**src/rtl/pmt_timebin_packer_if.sv**
```systemverilog
// Transmit handshake between the timebin packer (master) and the UART (slave).
// The packer raises transmit with the payload; the UART answers with is_transmitting, then tx_Done.
interface pmt_timebin_packer_if;
  logic        transmit;
  logic [15:0] tx_byte;
  logic        TwoBytes;
  logic        is_transmitting;
  logic        tx_Done;

  modport master (
    output transmit,
    output tx_byte,
    output TwoBytes,
    input  is_transmitting,
    input  tx_Done
  );

  modport slave (
    input  transmit,
    input  tx_byte,
    input  TwoBytes,
    output is_transmitting,
    output tx_Done
  );
endinterface

```
**src/rtl/pmt_timebin_packer.sv**
```systemverilog
// Counts PMT pulses per timebin, packs each closed bin into a 1/2-byte word and queues it for the UART.
// Pin-to-count 3 clk, close-to-level 1 clk; a full FIFO drops the bin and sets sticky overflow.
module pmt_timebin_packer #(
  parameter int CLK_PER_UNIT = 5000,
  parameter int FIFO_AW      = 4
) (
  input  logic                 i_clk,
  input  logic                 i_rst,
  input  logic                 i_enable,
  input  logic                 i_pmt1_in,
  input  logic                 i_pmt2_in,
  input  logic [7:0]           i_timebinfactor,
  input  logic [1:0]           i_mode,
  pmt_timebin_packer_if.master uart,
  output logic                 o_bin_strobe,
  output logic                 o_overflow,
  output logic [FIFO_AW:0]     o_fifo_level
);

  localparam int                PW         = (CLK_PER_UNIT > 1) ? $clog2(CLK_PER_UNIT) : 1;
  localparam logic [PW-1:0]     PRESC_LAST = PW'(CLK_PER_UNIT - 1);
  localparam int                DEPTH      = 1 << FIFO_AW;
  localparam logic [FIFO_AW:0]  LEVEL_FULL = (FIFO_AW + 1)'(DEPTH);

  typedef struct packed {
    logic        two;
    logic [15:0] dat;
  } entry_t;

  typedef enum logic [1:0] {
    TX_IDLE,
    TX_REQ,
    TX_WAIT
  } tx_state_e;

  logic [1:0]       r_sync1, r_sync2;
  logic             r_prev1, r_prev2;
  logic             w_edge1, w_edge2;
  logic [PW-1:0]    r_presc;
  logic [7:0]       r_unit;
  logic [7:0]       r_len;
  logic [7:0]       w_len;
  logic             w_unit_end;
  logic             w_close;
  logic [7:0]       r_c1, r_c2;
  logic [8:0]       w_sum9;
  logic [7:0]       w_sum_sat;
  entry_t           w_entry;
  entry_t           r_mem [DEPTH];
  logic [FIFO_AW:0] r_wptr, r_rptr;
  logic [FIFO_AW:0] w_level;
  logic             w_full, w_empty;
  logic             w_push, w_pop;
  logic             r_overflow;
  logic [15:0]      r_tx_byte;
  logic             r_two;
  tx_state_e        r_state, w_next;
  logic             w_transmit;

  // Two-flop synchronizers; r_prev* holds the last synchronized level for edge detection.
  always_ff @(posedge i_clk) begin
    if (i_rst) begin
      r_sync1 <= 2'b00;
      r_sync2 <= 2'b00;
      r_prev1 <= 1'b0;
      r_prev2 <= 1'b0;
    end else begin
      r_sync1 <= {r_sync1[0], i_pmt1_in};
      r_sync2 <= {r_sync2[0], i_pmt2_in};
      r_prev1 <= r_sync1[1];
      r_prev2 <= r_sync2[1];
    end
  end

  assign w_edge1 = r_sync1[1] & ~r_prev1;
  assign w_edge2 = r_sync2[1] & ~r_prev2;

  assign w_len      = (i_timebinfactor == 8'd0) ? 8'd1 : i_timebinfactor;
  assign w_unit_end = (r_presc == PRESC_LAST);
  assign w_close    = i_enable & ~i_rst & w_unit_end & (r_unit == r_len - 8'd1);

  // Bin length is captured while idle and at every close, so a mid-bin change waits for the next bin.
  always_ff @(posedge i_clk) begin
    if (i_rst || !i_enable) begin
      r_presc <= '0;
      r_unit  <= 8'd0;
      r_len   <= w_len;
    end else if (w_unit_end) begin
      r_presc <= '0;
      if (r_unit == r_len - 8'd1) begin
        r_unit <= 8'd0;
        r_len  <= w_len;
      end else begin
        r_unit <= r_unit + 8'd1;
      end
    end else begin
      r_presc <= r_presc + PW'(1);
    end
  end

  // An edge seen in the close cycle belongs to the bin that starts next.
  always_ff @(posedge i_clk) begin
    if (i_rst || !i_enable) begin
      r_c1 <= 8'd0;
      r_c2 <= 8'd0;
    end else if (w_close) begin
      r_c1 <= {7'd0, w_edge1};
      r_c2 <= {7'd0, w_edge2};
    end else begin
      if (w_edge1 && r_c1 != 8'hFF) r_c1 <= r_c1 + 8'd1;
      if (w_edge2 && r_c2 != 8'hFF) r_c2 <= r_c2 + 8'd1;
    end
  end

  assign w_sum9    = {1'b0, r_c1} + {1'b0, r_c2};
  assign w_sum_sat = w_sum9[8] ? 8'hFF : w_sum9[7:0];

  always_comb begin
    w_entry = '0;
    case (i_mode)
      2'd0:    w_entry = '{two: 1'b0, dat: {8'h00, r_c1}};
      2'd1:    w_entry = '{two: 1'b0, dat: {8'h00, r_c2}};
      2'd2:    w_entry = '{two: 1'b0, dat: {8'h00, w_sum_sat}};
      default: w_entry = '{two: 1'b1, dat: {r_c2, r_c1}};
    endcase
  end

  assign w_level = r_wptr - r_rptr;
  assign w_full  = (w_level == LEVEL_FULL);
  assign w_empty = (w_level == '0);
  assign w_pop   = (r_state == TX_IDLE) & ~w_empty;
  assign w_push  = w_close & (~w_full | w_pop);

  // When full with a simultaneous pop both pointers address the same slot; the read sees the old word.
  always_ff @(posedge i_clk) begin
    if (w_push) r_mem[r_wptr[FIFO_AW-1:0]] <= w_entry;
  end

  always_ff @(posedge i_clk) begin
    if (i_rst) begin
      r_wptr     <= '0;
      r_rptr     <= '0;
      r_overflow <= 1'b0;
      r_tx_byte  <= 16'h0000;
      r_two      <= 1'b0;
    end else begin
      if (w_push) r_wptr <= r_wptr + 1'b1;
      if (w_pop) begin
        r_rptr    <= r_rptr + 1'b1;
        r_tx_byte <= r_mem[r_rptr[FIFO_AW-1:0]].dat;
        r_two     <= r_mem[r_rptr[FIFO_AW-1:0]].two;
      end
      if (w_close && w_full && !w_pop) r_overflow <= 1'b1;
    end
  end

  always_ff @(posedge i_clk) begin
    if (i_rst) r_state <= TX_IDLE;
    else       r_state <= w_next;
  end

  always_comb begin
    w_next     = r_state;
    w_transmit = 1'b0;
    case (r_state)
      TX_IDLE: begin
        if (!w_empty) w_next = TX_REQ;
      end
      TX_REQ: begin
        w_transmit = 1'b1;
        if (uart.is_transmitting) w_next = TX_WAIT;
      end
      TX_WAIT: begin
        if (uart.tx_Done) w_next = TX_IDLE;
      end
      default: w_next = TX_IDLE;
    endcase
  end

  assign uart.transmit = w_transmit;
  assign uart.tx_byte  = r_tx_byte;
  assign uart.TwoBytes = r_two;
  assign o_bin_strobe  = w_close;
  assign o_overflow    = r_overflow;
  assign o_fifo_level  = w_level;

endmodule

```
**src/flat_wrapper.sv**
```systemverilog
// flat-port wrapper written by rule: the top's interface ports become plain ports
module pmt_timebin_packer_flat 
#(
  parameter int CLK_PER_UNIT = 5000,
  parameter int FIFO_AW      = 4
)
  (i_clk, i_rst, i_enable, i_pmt1_in, i_pmt2_in, i_timebinfactor, i_mode, o_bin_strobe, o_overflow, o_fifo_level, uart_transmit, uart_tx_byte, uart_TwoBytes, uart_is_transmitting, uart_tx_Done);
  pmt_timebin_packer_if uart_i ();
  input  logic i_clk;
  input  logic i_rst;
  input  logic i_enable;
  input  logic i_pmt1_in;
  input  logic i_pmt2_in;
  input  logic [7:0] i_timebinfactor;
  input  logic [1:0] i_mode;
  output logic o_bin_strobe;
  output logic o_overflow;
  output logic [FIFO_AW:0] o_fifo_level;
  output wire logic [$bits(uart_i.transmit)-1:0] uart_transmit;
  output wire logic [$bits(uart_i.tx_byte)-1:0] uart_tx_byte;
  output wire logic [$bits(uart_i.TwoBytes)-1:0] uart_TwoBytes;
  input wire logic [$bits(uart_i.is_transmitting)-1:0] uart_is_transmitting;
  input wire logic [$bits(uart_i.tx_Done)-1:0] uart_tx_Done;
  assign uart_transmit = uart_i.transmit;
  assign uart_tx_byte = uart_i.tx_byte;
  assign uart_TwoBytes = uart_i.TwoBytes;
  assign uart_i.is_transmitting = uart_is_transmitting;
  assign uart_i.tx_Done = uart_tx_Done;
  pmt_timebin_packer #(.CLK_PER_UNIT(CLK_PER_UNIT), .FIFO_AW(FIFO_AW)) u_core (.i_clk(i_clk), .i_rst(i_rst), .i_enable(i_enable), .i_pmt1_in(i_pmt1_in), .i_pmt2_in(i_pmt2_in), .i_timebinfactor(i_timebinfactor), .i_mode(i_mode), .uart(uart_i), .o_bin_strobe(o_bin_strobe), .o_overflow(o_overflow), .o_fifo_level(o_fifo_level));
endmodule
```
**config.mk**
```make
export PLATFORM = sky130hd
export DESIGN_NAME = pmt_timebin_packer_flat
export DESIGN_NICKNAME = d
export VERILOG_FILES = /design/src/rtl/pmt_timebin_packer_if.sv /design/src/rtl/pmt_timebin_packer.sv /design/src/flat_wrapper.sv
export SDC_FILE = /design/constraint.sdc
export NUM_CORES = 1
export LEC_CHECK = 0
export ABC_AREA = 1
export CAP_MARGIN = 0
export CELL_PAD_IN_SITES_DETAIL_PLACEMENT = 2
export CELL_PAD_IN_SITES_GLOBAL_PLACEMENT = 2
export CORE_MARGIN = 2
export CORE_UTILIZATION = 37
export CTS_CLUSTER_DIAMETER = 50
export DETAILED_ROUTE_END_ITERATION = 10
export PLACE_DENSITY_LB_ADDON = 0.1
export SETUP_SLACK_MARGIN = 0.4
export SLEW_MARGIN = 15
export SYNTH_ARGS = -nofsm -noshare
export SYNTH_HDL_FRONTEND = slang
export SYNTH_SLANG_ARGS = --single-unit
export TNS_END_PERCENT = 100
```
**constraint.sdc**
```tcl
create_clock -name i_clk -period 3 [get_ports i_clk]
set_input_delay 0.6 -clock i_clk [delete_from_list [all_inputs] [get_ports i_clk]]
set_output_delay 0.6 -clock i_clk [all_outputs]
set_load 0.005 [all_outputs]
```
==> metrics.md, run 1 <==
| Metric | Value |
|---|---|
| Status | `completed` |
| Register bit total from synthesis | `about 350` |
| WL final | `~53000 um` |
| Drt first pass iters | `5` |
| Tmin final | `approximately 2.8 ns` |
| Largest net degree at the start of global routing | `140` |
| Highest Clock Rate | `about 350 MHz` |
| DIE AREA | `around 43000 um^2` |
| Final slew viol count | `0` |
| Initial Util | `0.374` |
| Synth unique cells | `44` |
| Pwr Density | `754 nW/um^2` |
| Crit. Startpoint | `u_core.r_len[0]` |
| Overall Power | `14.6 mW` |
| Vias per cell | `about 5.4` |
| Clock skew | `~0.027 ns` |
| Net Sw Frac | `0.320` |
| NetSw | `between 4 and 5 mW` |
| Post-route DRC violation count | `0` |
| Clock transition at path regs | `about 0.06 ns` |
| Dpl cell area | `between 15000 and 20000 um^2` |
| Tcrit/Tclk final | `0.943` |
| RSZ-0062 raised after global routing | `yes` |
| Layout Cell Area excl Fill | `~19000 um^2` |
| Placement row count | `between 70 and 80` |
| Asr flop ratio synth | `0` |
| Post-synth design cell area | `about 15000 um^2` |
| Vias in the first global route | `between 10k and 15k` |
| Die width | `between 200 and 250 um` |
| WP data arrival | `3.32 ns` |
| Nets | `between 1.5k and 2k` |
| Post-synthesis sequential area ratio | `0.646` |
| Worst slew margin | `0.426` |
| CTS tree | `done` |
| Final core utilization | `0.473` |
| Yosys warns | `0` |
| ANT cells | `0` |
| Hold WS | `approximately 0.41 ns` |
| Seq pwr share | `0.373` |
| Final setup violation count | `0` |
| Initial antenna violation count | `0` |
| Internal power | `slightly below 10 mW` |
| Total congestion overflow | `0` |
| Hold-fix buffers, CTS | `0` |
| Die H | `around 210 um` |
| RD Place Congestion | `between 0.7 and 0.8` |
| Synth Instances | `around 1.4k` |
| First DRT Iteration DRCs | `about 720` |
| Number of buffers created by CTS | `45` |
| Area growth syn-to-layout | `26.5%` |
| R2R cell count | `23` |
| Kind of critical path | `flop to flop` |
| Post-DRT Antenna Nets | `0` |
| First-pass GRT wire length | `77800 um` |
| Critical Path RT | `between 3 and 4 ns` |
| Clock Latency Late Sink | `approximately 0.58 ns` |
| Critical Path End | `u_core.r_wptr[1]` |
| Ys flop type | `edfxtp_1` |
| CP Launch Type | `flop` |
| HPWL after detailed placement | `31200 um` |
| Fillcell total | `approximately 4.1k` |
| CORE AREA | `between 40000 and 50000 um^2` |
| Cells after DPL | `between 2k and 2.5k` |
| CP max FO | `6` |
| Share of layout cells above drive strength 1 | `0.189` |
| Max cap viols | `0` |
| Io pins | `42` |
| Post-synth EDFFs | `280` |
| Worst setup EP type | `flop` |
| Fin. Hold Viols | `0` |
| R2R Path Start | `u_core.r_len[0]` |
| Port Buffers | `41` |
| Clock group share of total power | `0.376` |
| Reg2Reg Setup Slack | `roughly 0.17 ns` |
| # H-tree levels | `2` |
| Slew @ Worst Pin | `about 0.85 ns` |
| Post-place setup slack | `0.122 ns` |
| Clk sinks | `~350` |
| Total GRT Usage | `0.237` |
| VDD IR max | `between 0.3 and 0.4 mV` |
| Final setup margin | `about 0.17 ns` |
| Finished Layout Cells | `about 2.2k` |
| Combinational share of power | `0.251` |
| Routed len/inst | `~25 um` |
| FF-to-FF End | `u_core.r_wptr[1]` |
| Max Root-Sink Buffers | `3` |
| LEAKAGE | `around 7.1 nW` |
| Mean Syn Cell Area | `between 10 and 15 um^2` |
| Synthesized net count | `1490` |
| Post-route setup TNS | `0 ns` |
| HP Class | `flop to flop` |
| Vias | `11.6k` |
| Clk root buf | `clkbuf_16` |
## registers in the layout, summed over array words and instances (netlist names), 2 cells and up
register             flops
u_core.r_sync2           2
u_core.r_unit            8
u_core.r_wptr            5
u_core.r_c1              8
u_core.r_state           2
u_core.r_sync1           2
u_core.r_c2              8
u_core.r_presc          13
u_core.uart.tx_byte     16
u_core.r_mem           272
u_core.r_len             8
u_core.r_rptr            5
## worst max-delay path, cell delays in order, from the launching register on
cell and delay [ns]:
edfxtp_1 0.41, inv_2 0.12, ha_4 0.20, nand2_4 0.08, buf_6 0.12, nor2_4 0.09, nor2_4 0.06, buf_4 0.13
buf_6 0.11, buf_6 0.12, buf_6 0.11, buf_6 0.11, buf_6 0.11, buf_6 0.10, buf_6 0.10, buf_6 0.10
buf_6 0.10, nand2_2 0.05, inv_2 0.04, nand2_2 0.07, nor2_4 0.06, nand3_4 0.10, nand2_2 0.09, a21oi_2 0.16
## placed cells by master, fill, tap and decap left out, types with 8 or more instances in the layout
master,Yosys,layout
clkdlybuf4s50_1,0,36
ha_1,22,16
buf_12,0,17
edfxtp_1,280,280
xnor2_1,12,12
dfxtp_2,0,8
nand2_2,4,21
clkbuf_1,45,13
o21ai_1,12,13
nand4_1,16,16
xor2_1,21,19
nor2_1,268,244
nand3_1,63,58
buf_4,1,71
o21ai_0,148,145
o211ai_1,35,35
nor2_4,0,27
buf_6,1,26
inv_1,92,81
dfxtp_1,73,63
a21oi_1,37,31
nand2_1,183,161
o22ai_1,44,44
clkbuf_16,0,53
inv_2,2,10
## per-layer routing
metal | up-vias | track usage | share of wire
met5 | - | 0 | 0
met2 | 215 | 0.431 | 0.52
met3 | 105 | 0.0357 | 0.037
li1 | 5335 | - | -
met4 | 0 | 0.0749 | 0.037
met1 | 5983 | 0.288 | 0.41
## power by group through the flow
stage                     clock [mW]  sequential, mW  combinational [mW]
final                           5.47            5.44                3.66
after global routing            5.78            5.45                4.04
after CTS                       5.56            5.43                3.50
after detailed placement           0            5.53                3.38
after global placement             0            5.52                3.23
after floorplan                    0            5.51                2.04
## cell type report
cell class	count	area (um^2)	share of cell area
clock buffer	66	1320	0.0682
clock inverter	18	189	0.00977
inverter	95	364	0.0188
multi-input combinational	925	5190	0.268
sequential	353	9890	0.511
tap	532	666	0.0344
timing repair buffer	161	1720	0.0891
## what timing repair did
action                                  4_1_cts  5_1_grt
cloned                                        0        6
buffers inserted                             35       16
pin swaps                                    25       26
gates resized for setup                      93       63
endpoints found under the setup margin      395      437
## kinds of logic (layout without fill, tap and decap cells)
family,count (synthesis),after routing,synth area share
AOI/OAI and AO/OA,291,291,0.108
DFF,353,353,0.646
buffers and inverters,171,340,0.0450
and+or+nand+nor,577,577,0.162
adders and majority gates,24,24,0.0206
xor gates and xnor gates,33,33,0.0189
## worst min-delay path by stage
| stage | cells after the start | from | to | slack [ns] |
|---|---|---|---|---|
| 2_1_floorplan | 2 | u_core.r_sync1[0] | u_core.r_sync1[1] | 0.39 |
| 3_3_place_gp | 2 | u_core.r_sync2[0] | u_core.r_sync2[1] | 0.39 |
| 3_5_place_dp | 2 | u_core.r_sync2[0] | u_core.r_sync2[1] | 0.41 |
| 4_1_cts | 2 | u_core.r_sync2[0] | u_core.r_sync2[1] | 0.42 |
| 5_1_grt | 2 | u_core.r_sync1[0] | u_core.r_sync1[1] | 0.43 |
| 6_report | 2 | u_core.r_sync2[0] | u_core.r_sync2[1] | 0.41 |
## synth_stat cells (2+ instances only)
cell,number,share of area
a211oi_1,2,0.00098
a21oi_1,37,0.012
a31oi_1,2,0.00082
buf_2,28,0.0092
clkbuf_1,45,0.011
dfxtp_1,73,0.096
edfxtp_1,280,0.55
fa_1,2,0.0026
ha_1,22,0.018
inv_1,92,0.023
inv_2,2,0.00049
nand2_1,183,0.045
nand2_2,4,0.0016
nand3_1,63,0.021
nand3_2,6,0.0039
nand3b_1,6,0.0029
nand4_1,16,0.0066
nor2_1,268,0.066
nor2_2,5,0.0020
nor3_1,7,0.0023
nor3b_1,7,0.0034
nor4_1,4,0.0016
o211ai_1,35,0.017
o21ai_0,148,0.048
o21ai_1,12,0.0039
o21bai_1,2,0.00098
o221ai_1,7,0.0040
o22ai_1,44,0.018
xnor2_1,12,0.0069
xor2_1,21,0.012
No activity file was read; power rests on OpenSTA's default activity.
==> run 2: changes to the inputs <==
--- a/config.mk
+++ b/config.mk
@@ -6,7 +6,6 @@
 export NUM_CORES = 1
 export LEC_CHECK = 0
 export ABC_AREA = 1
-export CAP_MARGIN = 0
 export CELL_PAD_IN_SITES_DETAIL_PLACEMENT = 2
 export CELL_PAD_IN_SITES_GLOBAL_PLACEMENT = 2
 export CORE_MARGIN = 2
==> results of run 2 <==
No change in the layout: final DEF, timing and power equal those of run 1.
